[config.mk]
export PLATFORM = sky130hd
export DESIGN_NAME = control_unit_p
export DESIGN_NICKNAME = d
export VERILOG_FILES = /design/src/rtl/control_unit_p.sv
export SDC_FILE = /design/constraint.sdc
export NUM_CORES = 1
export LEC_CHECK = 0
export BUFFER_PORTS_ARGS = -buffer_cell sky130_fd_sc_hd__buf_2
export CAP_MARGIN = 5
export CORE_MARGIN = 2
export CORE_UTILIZATION = 54
export DETAILED_ROUTE_END_ITERATION = 12
export PLACE_DENSITY = 0.85
export SYNTH_ARGS = -nofsm -noshare
export SYNTH_HDL_FRONTEND = slang
export SYNTH_SLANG_ARGS = --single-unit
[constraint.sdc]
create_clock -name i_clk -period 5.6 [get_ports i_clk]
set_clock_uncertainty 0.2 [all_clocks]
set_input_delay 0.84 -clock i_clk [delete_from_list [all_inputs] [get_ports i_clk]]
set_output_delay 0.84 -clock i_clk [all_outputs]
set_load 0.01 [all_outputs]
[src/rtl/control_unit_p.sv]
// Microprogrammed control unit: 57-bit microword register fed by an on-chip microstore ROM.
// Optional feature macro CU_STATE_OUT_EN adds o_state (address of the current microword).
module control_unit_p #(
    parameter int AW = 8,
    parameter int MW = 57
) (
    input  logic          i_clk,
    input  logic          i_rst_n,
    input  logic [31:0]   i_ir,
    input  logic          i_moc,
    input  logic          i_cond,
    input  logic          i_mls0,
    input  logic          i_mls1,
`ifdef CU_STATE_OUT_EN
    output logic [AW-1:0] o_state,
`else
`endif
    output logic [31:0]   o_ctl
);

    // Next-state modes (N2N0)
    localparam logic [2:0] N_ENC     = 3'b000;
    localparam logic [2:0] N_CR      = 3'b001;
    localparam logic [2:0] N_INC     = 3'b010;
    localparam logic [2:0] N_CR_INC  = 3'b011;
    localparam logic [2:0] N_INC_CR  = 3'b100;
    localparam logic [2:0] N_ENC_CR  = 3'b101;
    localparam logic [2:0] N_CR_ENC  = 3'b110;
    localparam logic [2:0] N_ZERO    = 3'b111;

    localparam logic [2:0] S_MOC  = 3'd0;
    localparam logic [2:0] S_COND = 3'd1;

    localparam logic [1:0] M_ENC  = 2'd0;
    localparam logic [1:0] M_CR   = 2'd1;
    localparam logic [1:0] M_INC  = 2'd2;
    localparam logic [1:0] M_ZERO = 2'd3;

    logic [MW-1:0] r_uword;
    logic [AW-1:0] r_inc;
    logic [AW-1:0] r_addr;

    logic [2:0]    w_n2n0;
    logic          w_inv;
    logic [2:0]    w_ssel;
    logic [AW-1:0] w_cr;
    logic          w_mux;
    logic          w_sts;
    logic [1:0]    w_msel;
    logic [AW-1:0] w_enc;
    logic [AW-1:0] w_addr;
    logic [MW-1:0] w_rom;
    logic          w_unused;

    function automatic logic [56:0] mk(input logic [2:0] n, input logic inv,
                                       input logic [2:0] s, input logic [31:0] ctl,
                                       input logic [7:0] cr);
        return {n, 2'b00, inv, s, 8'h00, ctl, cr};
    endfunction

    assign w_n2n0   = r_uword[56:54];
    assign w_inv    = r_uword[51];
    assign w_ssel   = r_uword[50:48];
    assign w_cr     = r_uword[AW-1:0];
    assign o_ctl    = r_uword[39:8];
    assign w_unused = ^{r_uword[53:52], r_uword[47:40]};

    always_comb begin
        w_mux = 1'b0;
        case (w_ssel)
            3'd0:    w_mux = i_moc;
            3'd1:    w_mux = i_cond;
            3'd2:    w_mux = i_mls0;
            3'd3:    w_mux = i_mls1;
            3'd4:    w_mux = 1'b1;
            default: w_mux = 1'b0;
        endcase
    end

    assign w_sts = w_mux ^ w_inv;

    always_comb begin
        w_msel = M_ZERO;
        case (w_n2n0)
            N_ENC:    w_msel = M_ENC;
            N_CR:     w_msel = M_CR;
            N_INC:    w_msel = M_INC;
            N_CR_INC: w_msel = w_sts ? M_CR  : M_INC;
            N_INC_CR: w_msel = w_sts ? M_INC : M_CR;
            N_ENC_CR: w_msel = w_sts ? M_ENC : M_CR;
            N_CR_ENC: w_msel = w_sts ? M_CR  : M_ENC;
            N_ZERO:   w_msel = M_ZERO;
            default:  w_msel = M_ZERO;
        endcase
    end

    // Instruction decoder; priority order matters, undefined encodings refetch
    always_comb begin
        w_enc = AW'(1);
        if (i_ir[27:25] == 3'b000 && !i_ir[4] && i_ir[24:23] != 2'b10)
            w_enc = AW'(10);
        else if (i_ir[27:25] == 3'b001 && i_ir[24:23] != 2'b10)
            w_enc = AW'(11);
        else if (i_ir[27:25] == 3'b000 && !i_ir[4] && i_ir[24:23] == 2'b10)
            w_enc = AW'(14);
        else if (i_ir[27:25] == 3'b001 && i_ir[24:23] == 2'b10)
            w_enc = AW'(15);
        else if (i_ir[27:25] == 3'b010)
            w_enc = AW'(20);
        else if (i_ir[27:25] == 3'b011)
            w_enc = AW'(21);
        else if (i_ir[27:25] == 3'b101)
            w_enc = AW'(30);
    end

    assign w_addr = (w_msel == M_ENC) ? w_enc :
                    (w_msel == M_CR)  ? w_cr  :
                    (w_msel == M_INC) ? r_inc : '0;

    // Microstore contents; CTL constants are the datapath signal assignments per state
    always_comb begin
        w_rom = MW'(mk(N_ZERO, 1'b0, 3'd0, 32'h0000_0000, 8'd0));
        case (w_addr)
            AW'(0):  w_rom = MW'(mk(N_CR,     1'b0, 3'd0,   32'h8000_0001, 8'd1));
            AW'(1):  w_rom = MW'(mk(N_INC,    1'b0, 3'd0,   32'h0000_1002, 8'd0));
            AW'(2):  w_rom = MW'(mk(N_INC_CR, 1'b0, S_MOC,  32'h0000_2004, 8'd2));
            AW'(3):  w_rom = MW'(mk(N_INC,    1'b0, 3'd0,   32'h0000_4008, 8'd0));
            AW'(4):  w_rom = MW'(mk(N_ENC_CR, 1'b0, S_COND, 32'h0000_8010, 8'd1));
            AW'(10): w_rom = MW'(mk(N_CR,     1'b0, 3'd0,   32'h0001_000A, 8'd1));
            AW'(11): w_rom = MW'(mk(N_CR,     1'b0, 3'd0,   32'h0002_000B, 8'd1));
            AW'(14): w_rom = MW'(mk(N_CR,     1'b0, 3'd0,   32'h0004_000E, 8'd1));
            AW'(15): w_rom = MW'(mk(N_CR,     1'b0, 3'd0,   32'h0008_000F, 8'd1));
            AW'(20): w_rom = MW'(mk(N_CR,     1'b0, 3'd0,   32'h0010_0014, 8'd1));
            AW'(21): w_rom = MW'(mk(N_CR,     1'b0, 3'd0,   32'h0020_0015, 8'd1));
            AW'(30): w_rom = MW'(mk(N_CR,     1'b0, 3'd0,   32'h0040_001E, 8'd1));
            default: w_rom = MW'(mk(N_ZERO,   1'b0, 3'd0,   32'h0000_0000, 8'd0));
        endcase
    end

    // Reset loads word 0 directly so CTL is valid without a clock
    always_ff @(posedge i_clk or negedge i_rst_n) begin
        if (!i_rst_n) begin
            r_uword <= MW'(mk(N_CR, 1'b0, 3'd0, 32'h8000_0001, 8'd1));
            r_inc   <= AW'(1);
            r_addr  <= '0;
        end else begin
            r_uword <= w_rom;
            r_inc   <= w_addr + AW'(1);
            r_addr  <= w_addr;
        end
    end

`ifdef CU_STATE_OUT_EN
    assign o_state = r_addr;
`else
    logic w_unused_addr;
    assign w_unused_addr = ^r_addr;
`endif

endmodule

==> results of run 1 <==
## cells by family after synthesis
logic type               count (synthesis)
buffers and inverters                   46
AND/OR/NAND/NOR                         66
adder cells (fa/ha/maj)                  6
XOR/XNOR                                 3
multiplexers                             6
other                                    1
flip-flops                              29
AO/OA/AOI/OAI                           43
## worst max path at each step
stage / start / to / slack, ns / cells past startpoint
3_5_place_dp: i_ir[27] / r_uword[55] / 2.12 / 9
3_3_place_gp: i_cond / r_uword[11] / 2.15 / 10
4_1_cts: i_ir[27] / r_uword[55] / 2.40 / 9
5_1_grt: i_ir[27] / r_uword[55] / 2.21 / 9
2_1_floorplan: i_cond / r_uword[11] / 2.57 / 9
6_report: i_ir[27] / r_uword[55] / 2.40 / 9
## through the flow
step	utilization, %	hold slack [ns]	instances
2_1_floorplan	-	0.287	214
3_3_place_gp	54.5	0.315	249
3_5_place_dp	54.5	0.343	249
4_1_cts	56.7	0.350	257
5_1_grt	56.7	0.394	257
6_report	56.7	0.345	257
## Yosys cell counts, types with 2 or more instances
cell type / n / area, um^2
nand3b_1: 3 / 22.5
o21ai_0: 2 / 10.0
a221oi_2: 2 / 30.0
nor2_1: 12 / 45.0
buf_6: 3 / 33.8
nand2b_1: 8 / 50.1
buf_2: 3 / 15.0
mux2i_1: 3 / 30.0
or2_1: 2 / 12.5
inv_1: 6 / 22.5
a21oi_1: 5 / 25.0
a32oi_1: 2 / 17.5
ha_1: 6 / 75.1
a21boi_1: 2 / 15.0
dfrtp_1: 24 / 601
nor2b_1: 2 / 12.5
or3_1: 2 / 12.5
nor3_1: 4 / 20.0
dfstp_2: 5 / 131
a2111oi_0: 2 / 17.5
nand4_1: 2 / 12.5
o211ai_1: 2 / 15.0
and2_1: 4 / 25.0
nand2_1: 12 / 45.0
xnor2_1: 2 / 17.5
a22o_1: 2 / 17.5
a21o_1: 3 / 22.5
nor3_2: 2 / 20.0
nand3_2: 2 / 20.0
and3_1: 3 / 18.8
buf_4: 32 / 240
## critical path, cell delays in order
cell and delay (ns):
buf_2 0.12, o21ba_1 0.19, nor2_1 0.42, a221oi_2 0.12, o2bb2ai_2 0.47, ha_1 0.35
nand2_1 0.13, a2111oi_2 0.39, a21oi_1 0.10
## power by group through the flow
stage / Sequential, mW / Combinational, mW / Clock, mW
5_1_grt: 0.359 / 0.701 / 0.178
3_5_place_dp: 0.354 / 0.629 / 0
6_report: 0.350 / 0.634 / 0.164
3_3_place_gp: 0.351 / 0.613 / 0
2_1_floorplan: 0.315 / 0.597 / 0
4_1_cts: 0.351 / 0.633 / 0.169
## layer usage
metal	track usage (%)	wire [um]	up-vias
met2	27.9	1700	35
met5	0	0	-
met4	8.59	77	0
li1	-	-	675
met1	23.3	1600	676
met3	3.25	152	9
## flip-flops by register name, indices dropped and copies added, names as in the netlist
signal / cells
r_uword: 21
r_inc: 8
## cell type report
| type | count | area (um^2) |
|---|---|---|
| clock buffers | 6 | 72.6 |
| clock inverters | 2 | 10.0 |
| fillers | 308 | 1580 |
| inverters | 7 | 26.3 |
| multi-input cells | 139 | 1050 |
| flip-flops and latches | 29 | 732 |
| well taps | 48 | 60.1 |
| repair buffers | 26 | 130 |
==> results.sh, run 1 <==
export IMPL_status="complete, no violations"
export IMPL_cellLeakagePower_nw=1.01
export IMPL_vias=1395
export IMPL_synth_edf_count=0
export IMPL_ys_ff_latch=29
export IMPL_hold_path_end="r_inc[7]"
export IMPL_place_area_um2=1990
export IMPL_die_y_um=65.6
export IMPL_max_slew_margin_pct=58.7
export IMPL_r2r_cells=9
export IMPL_path_max_fanout=10
export IMPL_area_delta_synth_final_pct=1.40
export IMPL_switching_share_pct=44.2
export IMPL_worstReg2RegEnd="r_uword[11]"
export IMPL_synth_mux_area_share_pct=3.42
export IMPL_yosysWarnings=0
export IMPL_ff2ff_setup_slack_ns=2.60
export IMPL_critPathKind="in -> reg"
export IMPL_diodes=0
export IMPL_p_int_uw=641
export IMPL_grt_max_degree=30
export IMPL_root_buffer="clkbuf_8"
export IMPL_drv_slew=0
export IMPL_drtPass1Iterations=4
export IMPL_dpl_hpwl_mm=2.59
export IMPL_dieWidth_um=65.6
export IMPL_dr_first_iter_drc_count=66
export IMPL_synthAdderAreaFrac_pct=3.67
export IMPL_combPwrFrac_pct=55.2
export IMPL_vdd_ir_drop_max_mv=0.234
export IMPL_rsz0062_at_grt="false"
export IMPL_end_kind="flip-flop"
export IMPL_clock_path_buffers=2
export IMPL_final_common_cell="buf_2"
export IMPL_period_needed_ns=3.20
export IMPL_synth_top_family_by_area="compound AO/OA/AOI/OAI gates"
export IMPL_clkLatencyLatePin_ns=0.28
export IMPL_p_per_area_nw_per_um2=553
export IMPL_place_congestion=0.861
export IMPL_syn_cell_area_um2=2050
export IMPL_cts_resized=0
export IMPL_pre_cts_slack_ns=2.12
export IMPL_start_kind="input port"
export IMPL_hold_path_class="reg -> reg"
export IMPL_antenna_found_initial=0
export IMPL_vias_per_cell=5.43
export IMPL_synth_compound_area_share_pct=21.1
export IMPL_tightest_slew_ns=0.620
export IMPL_core_area_um2=3660
export IMPL_syn_inst=200
export IMPL_design_die_area_um2=4300
export IMPL_ant_nets=0
export IMPL_crit_arrival_ns=3.15
export IMPL_hold_violations=0
export IMPL_min_from="r_inc[7]"
export IMPL_cts_tree="done"
export IMPL_final_area_um2=2080
export IMPL_grt_pass1_wl_mm=5.74
export IMPL_tns_ns=0
export IMPL_portBuffers=26
export IMPL_ys_seq_area_share_pct=35.7
export IMPL_fmax_ghz=0.312
export IMPL_switchingPower_uw=508
export IMPL_cts_sinks=29
export IMPL_track_usage_pct=17.7
export IMPL_crit_required_ns=5.55
export IMPL_syn_area_per_cell_um2=10.2
export IMPL_grt_pass1_vias=1236
export IMPL_grt_overflow=0
export IMPL_synth_xor_area_share_pct=1.28
export IMPL_p_total_mw=1.15
export IMPL_clkPwrFrac_pct=14.3
export IMPL_final_cell_mix="26 x buf_2, 24 x dfrtp_1, 15 x conb_1"
export IMPL_path_clk_slew_ns=0.06
export IMPL_hold_buffers=0
export IMPL_synthFlopType="dfrtp_1"
export IMPL_drive_gt1_share_pct=29.7
export IMPL_synth_simple_gate_area_share_pct=18.9
export IMPL_fin_crit_sh_pct=57.2
export IMPL_ys_types=67
export IMPL_wire_per_inst_um=13.8
export IMPL_post_cts_buffers=0
export IMPL_start_util_pct=55.9
export IMPL_whs_path_depth=1
export IMPL_max_cap_violations=0
export IMPL_ios=70
export IMPL_rows=22
export IMPL_drc=0
export IMPL_reg2reg_from="r_uword[48]"
export IMPL_fin_ws_ns=2.40
export IMPL_async_reset_ff_share_pct=100
export IMPL_setup_violations=0
export IMPL_final_nets=252
export IMPL_p_seq_share_pct=30.5
export IMPL_detail_route_wirelength_mm=3.54
export IMPL_htreeDepth=2
export IMPL_cts_buffers=5
(Power assumes the default switching activity.)
==> run 2: changes to the inputs <==
--- a/config.mk
+++ b/config.mk
@@ -5,12 +5,13 @@
 export SDC_FILE = /design/constraint.sdc
 export NUM_CORES = 1
 export LEC_CHECK = 0
+export ABC_AREA = 1
 export BUFFER_PORTS_ARGS = -buffer_cell sky130_fd_sc_hd__buf_2
 export CAP_MARGIN = 5
 export CORE_MARGIN = 2
-export CORE_UTILIZATION = 54
+export CORE_UTILIZATION = 50
 export DETAILED_ROUTE_END_ITERATION = 12
-export PLACE_DENSITY = 0.85
+export PLACE_DENSITY = 0.8
 export SYNTH_ARGS = -nofsm -noshare
 export SYNTH_HDL_FRONTEND = slang
 export SYNTH_SLANG_ARGS = --single-unit
==> constraint.sdc (replaced) <==
create_clock -name i_clk -period 3.03 [get_ports i_clk]
set_clock_uncertainty 0.2 [all_clocks]
set_input_delay 0.4545 -clock i_clk [delete_from_list [all_inputs] [get_ports i_clk]]
set_output_delay 0.4545 -clock i_clk [all_outputs]
set_load 0.01 [all_outputs]
==> results.sh, run 2 <==
export IMPL_grt_pass1_vias=1416
export IMPL_dpl_hpwl_mm=2.59
export IMPL_hold_path_class="in -> async"
export IMPL_diodes=0
export IMPL_cts_sinks=29
export IMPL_post_cts_buffers=0
export IMPL_status="finished with violations"
export IMPL_yosysMostFrequentCell="nand2_1"
export IMPL_path_clk_slew_ns=0.06
export IMPL_drv_slew=0
export IMPL_syn_inst=246
export IMPL_antenna_found_initial=0
export IMPL_pre_cts_slack_ns=0.245
export IMPL_final_nets=305
export IMPL_r2r_cells=14
export IMPL_drc=0
export IMPL_ys_seq_area_share_pct=37.5
export IMPL_track_usage_pct=17.4
export IMPL_reg_top3="r_uword (21), r_inc (8)"
export IMPL_switching_share_pct=48.9
export IMPL_ys_ff_latch=29
export IMPL_netlist_area_leader_share_pct=30.8
export IMPL_synth_top_cell_by_area="dfrtp_1"
export IMPL_fmax_ghz=0.368
export IMPL_setup_violations=0
export IMPL_start_kind="flip-flop"
export IMPL_clkLatencyLatePin_ns=0.28
export IMPL_core_area_um2=3720
export IMPL_portBuffers=26
export IMPL_ys_types=29
export IMPL_drive_gt1_share_pct=29.4
export IMPL_place_congestion=0.862
export IMPL_switchingPower_mw=1.08
export IMPL_period_needed_ns=2.71
export IMPL_async_reset_ff_share_pct=100
export IMPL_grt_max_degree=30
export IMPL_maxUsedRoutingLayer="met4"
export IMPL_end_kind="flip-flop"
export IMPL_syn_area_per_cell_um2=7.93
export IMPL_hold_ws_ns=-0.00905
export IMPL_p_seq_share_pct=26.0
export IMPL_synthFlopType="dfrtp_1"
export IMPL_cellLeakagePower_nw=1.12
export IMPL_crit_arrival_ns=2.70
export IMPL_dr_first_iter_drc_count=100
export IMPL_worstReg2RegEnd="r_uword[48]"
export IMPL_cts_resized=0
export IMPL_drtPass1Iterations=4
export IMPL_grt_pass1_wl_mm=5.85
export IMPL_synth_area_leaders="dfrtp_1 31%, buf_4 12%, nand2_1 9.8%"
export IMPL_dieWidth_um=66.5
export IMPL_ant_nets=0
export IMPL_ff2ff_setup_slack_ns=0.32
export IMPL_synthTopCellsByCount="51 x nand2_1, 32 x buf_4, 28 x nor2_1, 27 x inv_1, 24 x dfrtp_1"
export IMPL_vias=1492
export IMPL_combPwrFrac_pct=60.2
export IMPL_dr_wl_met2_mm=1.77
export IMPL_violations="hold timing"
export IMPL_rows=22
export IMPL_fin_crit_sh_pct=89.6
export IMPL_detail_route_wirelength_mm=3.47
export IMPL_cts_tree="done"
export IMPL_ios=70
export IMPL_synth_edf_count=0
export IMPL_syn_cell_area_um2=1950
export IMPL_clkPwrFrac_pct=13.8
export IMPL_max_cap_violations=0
export IMPL_root_buffer="clkbuf_8"
export IMPL_cts_buffers=5
export IMPL_tns_ns=0
export IMPL_area_delta_synth_final_pct=3.98
export IMPL_start_util_pct=52.5
export IMPL_hold_buffers=0
export IMPL_largest_reg_flops=21
export IMPL_fin_ws_ns=0.315
export IMPL_die_y_um=66.5
export IMPL_vias_per_cell=4.81
export IMPL_p_per_area_nw_per_um2=1090
export IMPL_final_cell_mix="51 x nand2_1, 28 x nor2_1, 27 x inv_1"
export IMPL_tightest_slew_ns=0.634
export IMPL_wire_per_inst_um=11.2
export IMPL_critPathKind="reg -> reg"
export IMPL_wl_met1_mm=1.48
export IMPL_p_int_mw=1.13
export IMPL_max_slew_margin_pct=57.8
export IMPL_rsz0062_at_grt="false"
export IMPL_design_die_area_um2=4420
export IMPL_vdd_ir_drop_max_mv=0.314
export IMPL_grt_overflow=0
export IMPL_regMostFlops="r_uword"
export IMPL_clock_path_buffers=2
export IMPL_htreeDepth=2
export IMPL_final_common_cell="nand2_1"
export IMPL_hold_violations=12
export IMPL_reg2reg_from="r_uword[54]"
export IMPL_path_max_fanout=5
export IMPL_wl_met3_um=158
export IMPL_yosysWarnings=0
export IMPL_crit_required_ns=3.02
-- run 2: cell types whose count changed after synthesis, moves of 4 or more --
cell / before / now
and2_1: 4 / 0
inv_1: 6 / 27
inv_2: 1 / 7
nand2_1: 12 / 51
nand2_2: 0 / 9
nand2b_1: 8 / 0
nand3_1: 0 / 10
nand4_1: 2 / 10
nor2_1: 12 / 28
nor2_2: 0 / 8
nor3_1: 4 / 0
-- run 2: how the worst max path moves through the flow --
stage | from | slack (ns) | cells after the start | endpoint
detailed placement | i_cond | 0.25 | 14 | r_uword[48]
global route | r_uword[54] | 0.12 | 14 | r_uword[48]
global placement | i_cond | 0.29 | 13 | r_uword[11]
CTS | r_uword[54] | 0.33 | 14 | r_uword[48]
finish | r_uword[54] | 0.32 | 14 | r_uword[48]
floorplan | r_uword[54] | 0.55 | 13 | r_uword[11]
-- run 2: area by class of cell --
cell class	instances	area (um^2)
Sequential cell	29	732
Clock buffer	6	72.6
Inverter	34	128
Clock inverter	2	10.0
Fill cell	350	1690
Multi-Input combinational cell	163	881
Timing Repair Buffer	28	145
Tap cell	48	60.1
-- run 2: metrics by stage --
step,area (um^2),utilization [%],hold slack [ns],cells,power (mW)
global route,2030,54.6,0.0564,310,2.39
global placement,1950,52.4,0.294,302,1.86
detailed placement,1950,52.4,0.319,302,1.88
CTS,2030,54.6,0.0204,310,2.20
floorplan,2000,-,-0.0411,260,1.67
finish,2030,54.6,-0.00905,310,2.20
-- run 2: layer usage --
layer | vias up | GRT usage (%)
li1 | 747 | -
met1 | 697 | 20.2
met2 | 39 | 30.9
met3 | 9 | 3.89
met4 | 0 | 6.89
met5 | - | 0
-- run 2: critical path, cell delays in order (launching register included) --
cell and delay (ns):
dfstp_2 0.52, inv_1 0.08, nor2_2 0.18, nand2_2 0.10, nand2_1 0.10, nand2_2 0.10, nand4_1 0.10, nand2_1 0.06
nor2_1 0.24, buf_4 0.19, ha_1 0.19, nand3_1 0.12, nor2_1 0.17, inv_1 0.08, nor2_1 0.19
-- run 2: logic make-up (layout without fill, tap and decap cells) --
| family | Yosys count | in the layout | synth area share [%] |
|---|---|---|---|
| xor+xnor | 2 | 2 | 0.898 |
| flops | 29 | 29 | 37.5 |
| simple gates | 126 | 126 | 31.8 |
| buf+inv | 68 | 70 | 20.0 |
| other cells | 1 | 15 | 0.192 |
| compound gates | 14 | 14 | 5.71 |
| fa+ha+maj | 6 | 6 | 3.85 |
-- run 2: power by group through the flow --
stage / sequential [mW] / clock (mW) / combinational [mW]
after floorplan: 0.571 / 0 / 1.10
final: 0.574 / 0.304 / 1.33
after global placement: 0.577 / 0 / 1.28
after CTS: 0.575 / 0.306 / 1.32
after detailed placement: 0.581 / 0 / 1.30
after global routing: 0.584 / 0.322 / 1.48
